[src/rtl/adc_spi_rx.sv]
// adc_spi_rx: sample-rate pacer and serial ADC reader feeding the FIR filter.
// Each SAMPLE_DIV-clk period one 16-bit word is clocked out of the ADC
// (MSB first). The word is optionally converted from offset binary to
// two's complement, then presented on xOut with a one-clk sample strobe.
module adc_spi_rx #(
  parameter int SAMPLE_DIV = 128,
  parameter int SCLK_DIV   = 2,
  parameter int OFFSET_BIN = 1
) (
  input  logic        clk,
  input  logic        reset,
  input  logic        en,
  input  logic        adc_sdo,
  output logic        adc_cs_n,
  output logic        adc_sclk,
  output logic [15:0] xOut,
  output logic        sample,
  output logic        busy
);

  // A frame occupies 34*SCLK_DIV clks, so the period must be strictly longer.
  if (SCLK_DIV < 1 || SAMPLE_DIV <= 34 * SCLK_DIV) begin : g_param_error
    $error("adc_spi_rx: illegal SAMPLE_DIV/SCLK_DIV combination");
  end

  localparam int   PW  = $clog2(SAMPLE_DIV);
  localparam int   DW  = $clog2(2 * SCLK_DIV);
  localparam logic INV = (OFFSET_BIN != 0);

  typedef enum logic [2:0] {
    S_IDLE,
    S_SETUP,
    S_SHIFT,
    S_HOLD,
    S_WAIT
  } state_t;

  state_t        state, state_n;
  logic [PW-1:0] pcnt;
  logic [DW-1:0] dcnt, dcnt_n;
  logic [3:0]    bcnt, bcnt_n;
  logic [15:0]   sr;
  logic          pwrap;
  logic          shift_en;
  logic          frame_done;
  logic          active_n;

  assign pwrap    = (pcnt == PW'(SAMPLE_DIV - 1));
  assign active_n = (state_n == S_SETUP) || (state_n == S_SHIFT) || (state_n == S_HOLD);

  // Next-state and phase-counter decode for the frame sequencer.
  always_comb begin
    // NOTE: every combinational output gets a default first, so no path leaves it unassigned and no latch is inferred.
    state_n    = state;
    dcnt_n     = dcnt;
    bcnt_n     = bcnt;
    shift_en   = 1'b0;
    frame_done = 1'b0;
    unique case (state)
      S_IDLE: begin
        if (en) begin
          state_n = S_SETUP;
          dcnt_n  = '0;
        end
      end
      S_SETUP: begin
        if (dcnt == DW'(SCLK_DIV - 1)) begin
          state_n = S_SHIFT;
          dcnt_n  = '0;
          bcnt_n  = '0;
        end else begin
          dcnt_n = dcnt + 1'b1;
        end
      end
      S_SHIFT: begin
        // Rising sclk happens at the low-to-high half boundary of each bit.
        shift_en = (dcnt == DW'(SCLK_DIV - 1));
        if (dcnt == DW'(2 * SCLK_DIV - 1)) begin
          dcnt_n = '0;
          if (bcnt == 4'd15) state_n = S_HOLD;
          else               bcnt_n  = bcnt + 1'b1;
        end else begin
          dcnt_n = dcnt + 1'b1;
        end
      end
      S_HOLD: begin
        if (dcnt == DW'(SCLK_DIV - 1)) begin
          state_n    = S_WAIT;
          dcnt_n     = '0;
          frame_done = 1'b1;
        end else begin
          dcnt_n = dcnt + 1'b1;
        end
      end
      S_WAIT: begin
        // Frames only start on a period boundary, whatever en did meanwhile.
        if (pwrap) begin
          state_n = en ? S_SETUP : S_IDLE;
          dcnt_n  = '0;
        end
      end
      default: state_n = S_IDLE;
    endcase
  end

  // State, counters and shift register; pcnt is held at 0 while idle.
  always_ff @(posedge clk or negedge reset) begin
    // NOTE: sequential state uses non-blocking assignments so every register samples pre-edge values.
    if (!reset) begin
      state <= S_IDLE;
      pcnt  <= '0;
      dcnt  <= '0;
      bcnt  <= '0;
      sr    <= '0;
    end else begin
      state <= state_n;
      dcnt  <= dcnt_n;
      bcnt  <= bcnt_n;
      if (state == S_IDLE) pcnt <= '0;
      else if (pwrap)      pcnt <= '0;
      else                 pcnt <= pcnt + 1'b1;
      if (shift_en) sr <= {sr[14:0], adc_sdo};
    end
  end

  // Registered outputs, decoded from the next state so they align with it.
  always_ff @(posedge clk or negedge reset) begin
    if (!reset) begin
      adc_cs_n <= 1'b1;
      adc_sclk <= 1'b1;
      busy     <= 1'b0;
      sample   <= 1'b0;
      xOut     <= '0;
    end else begin
      adc_cs_n <= ~active_n;
      busy     <= active_n;
      adc_sclk <= ~((state_n == S_SHIFT) && (dcnt_n < DW'(SCLK_DIV)));
      sample   <= frame_done;
      if (frame_done) xOut <= {sr[15] ^ INV, sr[14:0]};
    end
  end

endmodule

[config.mk]
export PLATFORM = sky130hd
export DESIGN_NAME = adc_spi_rx
export DESIGN_NICKNAME = d
export VERILOG_FILES = /design/src/rtl/adc_spi_rx.sv
export SDC_FILE = /design/constraint.sdc
export NUM_CORES = 1
export LEC_CHECK = 0
export CAP_MARGIN = 10
export CELL_PAD_IN_SITES_DETAIL_PLACEMENT = 1
export CELL_PAD_IN_SITES_GLOBAL_PLACEMENT = 2
export CORE_MARGIN = 2
export CORE_UTILIZATION = 36
export CTS_CLUSTER_SIZE = 10
export DETAILED_ROUTE_END_ITERATION = 7
export PLACE_DENSITY = 0.75
export RECOVER_POWER = 25
export REMOVE_ABC_BUFFERS = 1
export SLEW_MARGIN = 0
export SYNTH_ARGS = -nofsm -noshare
export SYNTH_HDL_FRONTEND = slang
export SYNTH_SLANG_ARGS = --single-unit
[constraint.sdc]
create_clock -name clk -period 1.9 [get_ports clk]
set_input_delay 0.38 -clock clk [delete_from_list [all_inputs] [get_ports clk]]
set_output_delay 0.38 -clock clk [all_outputs]
set_load 0.02 [all_outputs]
==> flow_metrics.tcl, run 1 <==
set metrics [dict create \
    path_clk_slew_ps 100 \
    area_delta_synth_final_pct 21.1 \
    dpl-instance-area_sq_um 2570 \
    num_rows 28 \
    p_per_area_nw_per_um2 687 \
    slew_headroom_pct 27.8 \
    drive_above_1_share_pct 18.6 \
    synth_area_sq_um 2200 \
    required_ps 1520 \
    start_kind "register" \
    cts_setup_buffers 0 \
    gr-total-overflow 0 \
    slew_viol_final 0 \
    fin_skew_ps 6.98 \
    vias 1516 \
    dieArea_sq_um 6770 \
    first_pass_iters 4 \
    wl_per_cell_um 14.7 \
    fin_cells 306 \
    die_height_um 82.3 \
    power.total_uw 1830 \
    pwr-share-clk_pct 36.3 \
    ant_nets 0 \
    routed_wl_um 4480 \
    worst_pin_slew_ps 1080 \
    design_area_sq_um 2670 \
    synth_cell_types 41 \
    p_int_uw 1400 \
    start_util_pct 37.2 \
    grt_max_degree 34 \
    nNetsFinal 239 \
    cts_buffer_depth 2 \
    critical_path_buf_inv_count 1 \
    cp_top_family "buffers and inverters" \
    finalCritPeriodShare_pct 96.4 \
    fp.dieW_um 82.3 \
    p_switching_uw 430 \
    place_inst 298 \
    seq_power_share_pct 61.6 \
    cp_slowest_stage_delay_ps 600 \
    cts_resized 0 \
    layout_min_cycle_time_ps 1830 \
    crit_path_end_kind "primary output" \
    hold_class "input port to async pin" \
    port_buffers 23 \
    antenna_found_initial 0 \
    crit_path_max_fanout 1 \
    drt-initial-drc-count 64 \
    maxCapViolations 0 \
    insertion_delay_ps 310 \
    peakVddDrop_mv 0.404 \
    cts_buffers 5 \
    power.leakage_uw 0.00127 \
    syn-instance-count 198 \
    rsz0062_at_grt "false" \
    cts_hold_buf 0 \
    hold_viol_final 0 \
    p_sw_share_pct 23.4 \
    place.gp.congestion 0.755 \
    tritoncts "built" \
    core_area_sq_um 5920 \
    crit_type "register to primary output" \
    cp_data_arrival_time_ps 1450 \
    finalSetupViolations 0 \
    cp_slowest_cell "clkdlybuf4s50_1" \
    path_cells "clkdlybuf4s50_1" \
    synth_seq_cells 52 \
    comb_power_share_pct 2.2 \
    root_buffer "clkbuf_8" \
    yosys_warnings 0 \
    grt_pass1_wl_um 7730 \
    ios 24 \
    cts_max_level 2 \
    hpwl_um 3290 \
    grt_pass1_vias 1599 \
    vias_per_cell 4.95 \
    postSynthAreaPerCell_sq_um 11.1 \
    antenna_cells 0 \
    cts_sinks 52 \
    yosysSeqAreaShare_pct 59.1 \
    max_freq_mhz 546 \
    status "complete, no violations" \
    grt_usage_pct 15.2 \
    drcViolationCount 0 \
]
## logic make-up (layout without fill, tap and decap cells)
group | after synthesis | after routing | share of synthesized area [%]
xor+xnor | 6 | 6 | 2.38
simple gates | 91 | 91 | 19.2
flops | 52 | 52 | 59.1
buf+inv | 11 | 44 | 2.67
mux | 16 | 16 | 8.17
fa+ha+maj | 5 | 5 | 2.84
compound gates | 17 | 17 | 5.62
## power groups by stage
stage,Combinational [uW],Sequential [uW],Clock [uW]
after floorplan,12.4,1150,0
after global placement,44.7,1150,0
after detailed placement,47.1,1150,0
after CTS,47.4,1130,697
after global routing,46.3,1130,742
final,40.1,1130,665
## path summary, 6_finish.rpt
| path | from | to | slack (ps) | depth (start not counted) |
|---|---|---|---|---|
| max | adc_cs_n | adc_cs_n | 70 | 1 |
| min | reset | bcnt[0] | 240 | 1 |
| max reg2reg | state[2] | busy | 150 | 4 |
| min reg2reg | pcnt[0] | pcnt[0] | 470 | 1 |
| max in group asynchronous | reset | sr[5] | 300 | 2 |
| min in group clk | pcnt[0] | pcnt[0] | 470 | 1 |
## cells in the mapped netlist, drive strengths merged
cell | instances | area (sq um)
a211o | 1 | 8.76
a211oi | 1 | 7.51
a21o | 3 | 22.5
a21oi | 1 | 5.00
a22o | 1 | 8.76
a31o | 1 | 8.76
a31oi | 2 | 12.5
a32o | 1 | 10.0
and2 | 1 | 6.26
buf | 5 | 36.3
clkbuf | 2 | 7.51
clkinv | 1 | 3.75
dfrtp | 50 | 1250
dfstp | 2 | 52.6
ha | 5 | 62.6
inv | 3 | 11.3
mux2 | 16 | 180
nand2 | 53 | 199
nand2b | 2 | 12.5
nand3 | 5 | 25.0
nand4 | 1 | 6.26
nand4b | 1 | 8.76
nor2 | 14 | 52.6
nor2b | 1 | 6.26
nor3 | 2 | 10.0
nor3b | 3 | 22.5
nor4bb | 2 | 20.0
o21ai | 2 | 10.0
o21bai | 2 | 15.0
o221ai | 1 | 8.76
o22ai | 1 | 6.26
or2 | 1 | 6.26
or3 | 1 | 6.26
or3b | 1 | 8.76
or4 | 1 | 11.3
or4b | 1 | 10.0
or4bb | 1 | 11.3
xnor2 | 3 | 26.3
xor2 | 3 | 26.3
## through the flow
step	utilization [%]	setup TNS, ps	hold WS (ps)	setup WS [ps]
floorplan	-	0	84.4	34.4
global placement	43.4	-3.21	358	-3.21
detailed placement	43.4	-33.2	373	-33.2
CTS	45.1	0	22.6	40.6
global route	45.1	0	287	8.69
finish	45.1	0	238	69.3
## cell type report
class,instances,area [sq um]
Timing Repair Buffer,32,302
Sequential cell,52,1300
Tap cell,75,93.8
Multi-Input combinational cell,135,860
Fill cell,667,3250
Inverter,4,15.0
Clock buffer,5,68.8
Clock inverter,3,27.5
## registers in the layout (all words and copies together) (netlist names)
register,cells
adc_cs_n,1
adc_sclk,1
bcnt,4
busy,1
dcnt,2
pcnt,7
sample,1
sr,16
state,3
xOut,16
## cells in the final DEF, fill, tap and decap left out, drive strengths merged, types with 2 or more instances in the layout
master / netlist / final
xnor2: 3 / 3
nand2b: 2 / 2
a21o: 3 / 3
dfstp: 2 / 2
clkbuf: 2 / 7
nor3: 2 / 2
clkdlybuf4s50: 0 / 22
o21bai: 2 / 2
nor2: 14 / 14
nand3: 5 / 5
o21ai: 2 / 2
nor4bb: 2 / 2
dfrtp: 50 / 50
inv: 3 / 4
nand2: 53 / 53
mux2: 16 / 16
a31oi: 2 / 2
nor3b: 3 / 3
buf: 5 / 8
ha: 5 / 5
xor2: 3 / 3
clkinv: 1 / 2
## per-layer routing
layer	global-route usage, %	vias to the layer above	routed length (um)
met5	0	-	0
met1	19.1	760	2060
met4	5.00	0	66
li1	-	727	-
met2	25.5	21	2230
met3	3.70	8	129
Note: power is estimated with default switching activity, not from simulation.
==> run 2, diff against run 1 <==
--- a/config.mk
+++ b/config.mk
@@ -5,16 +5,17 @@
 export SDC_FILE = /design/constraint.sdc
 export NUM_CORES = 1
 export LEC_CHECK = 0
+export ABC_AREA = 1
 export CAP_MARGIN = 10
 export CELL_PAD_IN_SITES_DETAIL_PLACEMENT = 1
 export CELL_PAD_IN_SITES_GLOBAL_PLACEMENT = 2
 export CORE_MARGIN = 2
-export CORE_UTILIZATION = 36
-export CTS_CLUSTER_SIZE = 10
+export CORE_UTILIZATION = 35
 export DETAILED_ROUTE_END_ITERATION = 7
-export PLACE_DENSITY = 0.75
+export PLACE_DENSITY = 0.77
 export RECOVER_POWER = 25
 export REMOVE_ABC_BUFFERS = 1
+export SETUP_SLACK_MARGIN = 0.4
 export SLEW_MARGIN = 0
 export SYNTH_ARGS = -nofsm -noshare
 export SYNTH_HDL_FRONTEND = slang
==> run 2 against run 1 <==
Against the previous run:
- core utilization shrank 2.2 points
- final cell count increased by 12%
- synthesized cell count rose by 20%
- worst hold slack got worse by 34 ps
- largest power group unchanged
==> flow_metrics.tcl, run 2 <==
set metrics [dict create \
    nNetsFinal 274 \
    critical_path_buf_inv_count 1 \
    synth_cell_types 26 \
    cts_buffer_depth 2 \
    start_util_pct 35.6 \
    r2r-end "busy" \
    ff2ff_setup_slack_ps 470 \
    drt-initial-drc-count 42 \
    power.leakage_uw 0.00134 \
    pwr-share-clk_pct 34.9 \
    synth_seq_cells 52 \
    insertion_delay_ps 300 \
    drive_above_1_share_pct 16.9 \
    maxCapViolations 0 \
    seq_power_share_pct 62.0 \
    fin_skew_ps 6.67 \
    place.gp.congestion 0.725 \
    synth-edff-count 0 \
    finalCritPeriodShare_pct 76.4 \
    final_cell_mix "nand2_1, dfrtp_1, inv_1" \
    required_ps 1520 \
    drcViolationCount 0 \
    routed_wl_um 4410 \
    synth.area.top_cells "dfrtp_1, nand2_1, inv_1" \
    cts_max_level 2 \
    max_freq_mhz 689 \
    grt_pass1_wl_um 7780 \
    wl_per_cell_um 12.8 \
    peakVddDrop_mv 0.454 \
    synth_ff_type "dfrtp_1" \
    n_fill_cell 755 \
    hold_class "input port to async pin" \
    crit_path_end_kind "primary output" \
    yosysSeqAreaShare_pct 58.7 \
    rsz0062_at_grt "false" \
    finalSetupTns_ps 0 \
    crit_type "register to primary output" \
    slew_viol_final 0 \
    grt_pass1_vias 1714 \
    cp_slowest_stage_delay_ps 520 \
    top_regs "sr x16, xOut x16, pcnt x7" \
    worst_r2r_path_depth 10 \
    hpwl_um 3050 \
    synthTopCellsByCount "nand2_1, dfrtp_1, inv_1" \
    cts_buffers 5 \
    core_area_sq_um 6240 \
    root_buffer "clkbuf_8" \
    layout_min_cycle_time_ps 1450 \
    p_int_uw 1400 \
    yosysMostFrequentCell "nand2_1" \
    start_kind "register" \
    syn-instance-count 237 \
    final_common_cell "nand2_1" \
    final_core_util_pct 42.9 \
    status "complete, no violations" \
    tritoncts "built" \
    ios 24 \
    cp_slowest_cell "dfstp_2" \
    gr-total-overflow 0 \
    async_flop_share_pct 100 \
    worst_pin_slew_ps 979 \
    r2r_start "dcnt[1]" \
    p_sw_share_pct 23.0 \
    area_delta_synth_final_pct 20.6 \
    path_clk_slew_ps 90 \
    vias 1607 \
    comb_power_share_pct 3.2 \
    path_cells "clkdlybuf4s15_2" \
    die_height_um 83.7 \
    multiInputGateArea_sq_um 805 \
    cp_top_family "flip-flops" \
    ant_nets 0 \
    postSynthAreaPerCell_sq_um 9.38 \
    crit_path_max_fanout 1 \
    yosys_warnings 0 \
    slew_headroom_pct 34.7 \
    finalSetupViolations 0 \
    post-synth-top-area-cell "dfrtp_1" \
    port_buffers 23 \
    cts_sinks 52 \
    grt_max_degree 38 \
    p_switching_uw 418 \
    hold_viol_final 0 \
    grt_usage_pct 13.7 \
    antenna_found_initial 0 \
    netlist.area_leader.share_pct 56.3 \
    synth_area_sq_um 2220 \
    cp_data_arrival_time_ps 1070 \
    antenna_cells 0 \
    first_pass_iters 4 \
    num_rows 29 \
    fp.dieW_um 83.7 \
    final-seq-area_sq_um 1310 \
    dieArea_sq_um 7000 \
    p_per_area_nw_per_um2 679 \
    vias_per_cell 4.69 \
]
-- run 2: metal layers --
metal	part of all wire, %	track usage, %
met2	48	22.5
met4	0.86	3.52
met1	48	18.2
met5	0	0
met3	3.0	3.36
-- run 2: stage by stage --
step | power, uW | cells | instance area [sq um] | hold slack, ps | setup slack [ps]
finish | 1820 | 343 | 2680 | 204 | 449
global route | 1900 | 343 | 2680 | 280 | 400
CTS | 1860 | 342 | 2640 | 6.23 | 349
detailed placement | 1210 | 334 | 2550 | 348 | 351
global placement | 1210 | 334 | 2550 | 334 | 387
floorplan | 1170 | 231 | 2180 | 84.4 | 504
-- run 2: worst max-delay path by stage --
| stage | startpoint | endpoint | slack [ps] | cells after the start |
|---|---|---|---|---|
| after floorplan | state[2] | sr[0] | 500 | 6 |
| after global placement | dcnt[1] | bcnt[2] | 390 | 9 |
| after detailed placement | dcnt[1] | bcnt[1] | 350 | 9 |
| after CTS | adc_sclk | adc_sclk | 350 | 1 |
| after global routing | adc_cs_n | adc_cs_n | 400 | 1 |
| final | adc_cs_n | adc_cs_n | 450 | 1 |
-- run 2: power by group through the flow --
stage	clock (uW)	sequential (uW)	combinational [uW]
6_report	634	1130	57.7
5_1_grt	700	1130	68.3
3_3_place_gp	0	1150	60.1
2_1_floorplan	0	1150	21.4
3_5_place_dp	0	1150	61.4
4_1_cts	667	1130	61.6
-- run 2: final cells by class --
cell class / count / share of cell area (%)
clock buffer: 6 / 2.71
clock inverter: 2 / 0.607
inverter: 33 / 4.72
multi-input combinational: 146 / 30.0
sequential: 52 / 48.8
tap: 77 / 3.60
timing repair buffer: 27 / 9.57
-- run 2: logic make-up (layout without fill, tap and decap cells) --
group	count (synthesis)	after routing	synth area share [%]
AOI/OAI and AO/OA	43	43	10.9
xor gates and xnor gates	3	3	1.18
adders and majority gates	5	5	2.82
buffers and inverters	39	68	7.43
DFF	52	52	58.7
and+or+nand+nor	95	95	19.0
-- run 2: what timing repair did --
item,in CTS,in global routing
buffers inserted,0,1
pin swaps,0,1
setup endpoints to repair,37,39
hold buffers,0,0
gates resized for setup,27,13
==> run 3, diff against run 2 <==
--- a/config.mk
+++ b/config.mk
@@ -10,9 +10,9 @@
 export CELL_PAD_IN_SITES_DETAIL_PLACEMENT = 1
 export CELL_PAD_IN_SITES_GLOBAL_PLACEMENT = 2
 export CORE_MARGIN = 2
-export CORE_UTILIZATION = 35
+export CORE_UTILIZATION = 31
 export DETAILED_ROUTE_END_ITERATION = 7
-export PLACE_DENSITY = 0.77
+export PLACE_DENSITY = 0.72
 export RECOVER_POWER = 25
 export REMOVE_ABC_BUFFERS = 1
 export SETUP_SLACK_MARGIN = 0.4
==> constraint.sdc (replaced) <==
create_clock -name clk -period 1.3 [get_ports clk]
set_input_delay 0.26 -clock clk [delete_from_list [all_inputs] [get_ports clk]]
set_output_delay 0.26 -clock clk [all_outputs]
set_load 0.02 [all_outputs]
==> run 3 against run 2 <==
Against the previous run:
- sequential power grew 46%
- routed wire length increased by 16%
- register-to-register slack lost 470 ps
- first-iteration DRC count is 76% higher
- total power grew 48%
- combinational power increased by 77%
- design area up 22%
- sequential share of layout area shrank 8.7 points
- die area up 12%
- clock power up 48%
- critical endpoint is now busy
- final cell count grew 17%
==> flow_metrics.tcl, run 3 (synthesis gave the netlist of run 2 again) <==
set metrics [dict create \
    power.total_uw 2690 \
    num_rows 30 \
    vias 1751 \
    gr-total-overflow 0 \
    fin_cells 403 \
    cts_buffer_depth 2 \
    cts_sinks 52 \
    port_buffers 23 \
    peakVddDrop_mv 0.471 \
    hpwl_um 3430 \
    grt_max_degree 35 \
    wl_per_cell_um 12.7 \
    worst_pin_slew_ps 671 \
    path_cells "inv_2 -> ha_4 -> inv_1 -> nand2_1 -> nand2_1 -> inv_1 -> nand3_2 -> nor2_4 -> inv_2" \
    cts_buffers 5 \
    place_inst 381 \
    cp_slowest_stage_delay_ps 400 \
    finalCritPeriodShare_pct 99.9 \
    antenna_found_initial 0 \
    drt-initial-drc-count 74 \
    vias_per_cell 4.34 \
    start_util_pct 32.3 \
    final_core_util_pct 47.5 \
    nNetsFinal 315 \
    fp.dieW_um 88.7 \
    fin_skew_ps 7.26 \
    routed_wl_um 5110 \
    grt_pass1_wl_um 8370 \
    core_area_sq_um 6870 \
    ant_nets 0 \
    max_freq_mhz 770 \
    slew_headroom_pct 55.3 \
    drive_above_1_share_pct 43.3 \
    final_common_cell "dfrtp_1" \
    crit_path_max_fanout 3 \
    startpoint "dcnt[1]" \
    cp_slowest_cell "dfrtp_1" \
    status "complete, no violations" \
    area_delta_synth_final_pct 46.7 \
    crit_path_end_kind "register" \
    insertion_delay_ps 310 \
    cts_max_level 2 \
    ios 24 \
    tritoncts "built" \
    drcViolationCount 0 \
    layout_min_cycle_time_ps 1300 \
    p_per_area_nw_per_um2 825 \
    grt_pass1_vias 1835 \
    place.gp.congestion 0.700 \
    final_cell_mix "dfrtp_1, nand2_1, buf_4" \
    path_clk_slew_ps 100 \
    first_pass_iters 3 \
    timing.hold.ws_ps 232 \
    root_buffer "clkbuf_8" \
    finalSetupViolations 0 \
    hold_class "input port to async pin" \
    dieArea_sq_um 7860 \
    hold_viol_final 0 \
    cp_data_arrival_time_ps 1510 \
    design_area_sq_um 3260 \
    grt_usage_pct 13.9 \
    crit_type "register to register" \
    start_kind "register" \
    r2r_start "dcnt[1]" \
    n_fill_cell 773 \
    slew_viol_final 0 \
    rsz0062_at_grt "true" \
    antenna_cells 0 \
    dpl-instance-area_sq_um 2810 \
    power.leakage_uw 0.00155 \
    top_regs "sr x16, xOut x16, pcnt x7" \
    required_ps 1510 \
    die_height_um 88.7 \
    maxCapViolations 0 \
]
[run 3: cell count changes in the layout (fill, tap and decap cells not counted), moves of 6 or more]
cell	delta
dlygate4sd2_1	-18
nand2_2	+10
o21ai_0	-6
buf_4	+31
buf_6	+26
nand2_1	-12
o21ai_1	+6
[run 3: worst paths after layout]
path                            depth (start not counted)  slack (ps)        to
min in group clk                                        1         470  xOut[15]
worst max register to register                          9           2      busy
worst min register to register                          1         470  xOut[15]
max in group asynchronous                               4         310     sr[3]
worst min-delay path                                    2         230  adc_sclk
worst max-delay path                                    9           2      busy
[run 3: power by group]
group / total [uW] / switching (uW) / internal, uW
clock: 941 / 556 / 384
sequential: 1650 / 11.1 / 1640
combinational: 102 / 62.8 / 38.9
[run 3: what timing repair did]
| item | 4_1_cts | 5_1_grt |
|---|---|---|
| pin swaps | 16 | 12 |
| setup buffers | 6 | 6 |
| endpoints found under the hold margin | 8 | 0 |
| resized for setup | 155 | 35 |
| setup endpoints to repair | 72 | 94 |
| hold buffers | 2 | 0 |
[run 3: per-layer routing]
layer,vias to the layer above,GRT usage (%),share of wire [%]
met5,-,0,0
met4,0,4.96,1.4
met3,5,2.80,1.9
met2,16,22.9,50
met1,853,18.3,47
li1,877,-,-
[run 3: through the flow]
step,TNS (ps),setup WS [ps]
final,0,1.51
after global routing,-1240,-83.6
after CTS,-1.14,-1.14
after detailed placement,-1550,-182
after global placement,-816,-160
after floorplan,-2620,-96.1
[run 3: critical path, delay by kind of cell (launching register included)]
| family | cells | cell delay [ps] |
|---|---|---|
| buf+inv | 4 | 220 |
| simple gates | 4 | 420 |
| fa+ha+maj | 1 | 150 |
| flops | 1 | 400 |
[run 3: area by class of cell]
cell class	count	area [sq um]	area share [%]
clock inverter	2	16.3	0.499
inverter	33	131	4.03
clock buffer	6	72.6	2.23
timing repair buffer	68	654	20.1
sequential	52	1310	40.1
tap	96	120	3.68
multi-input combinational	146	960	29.4
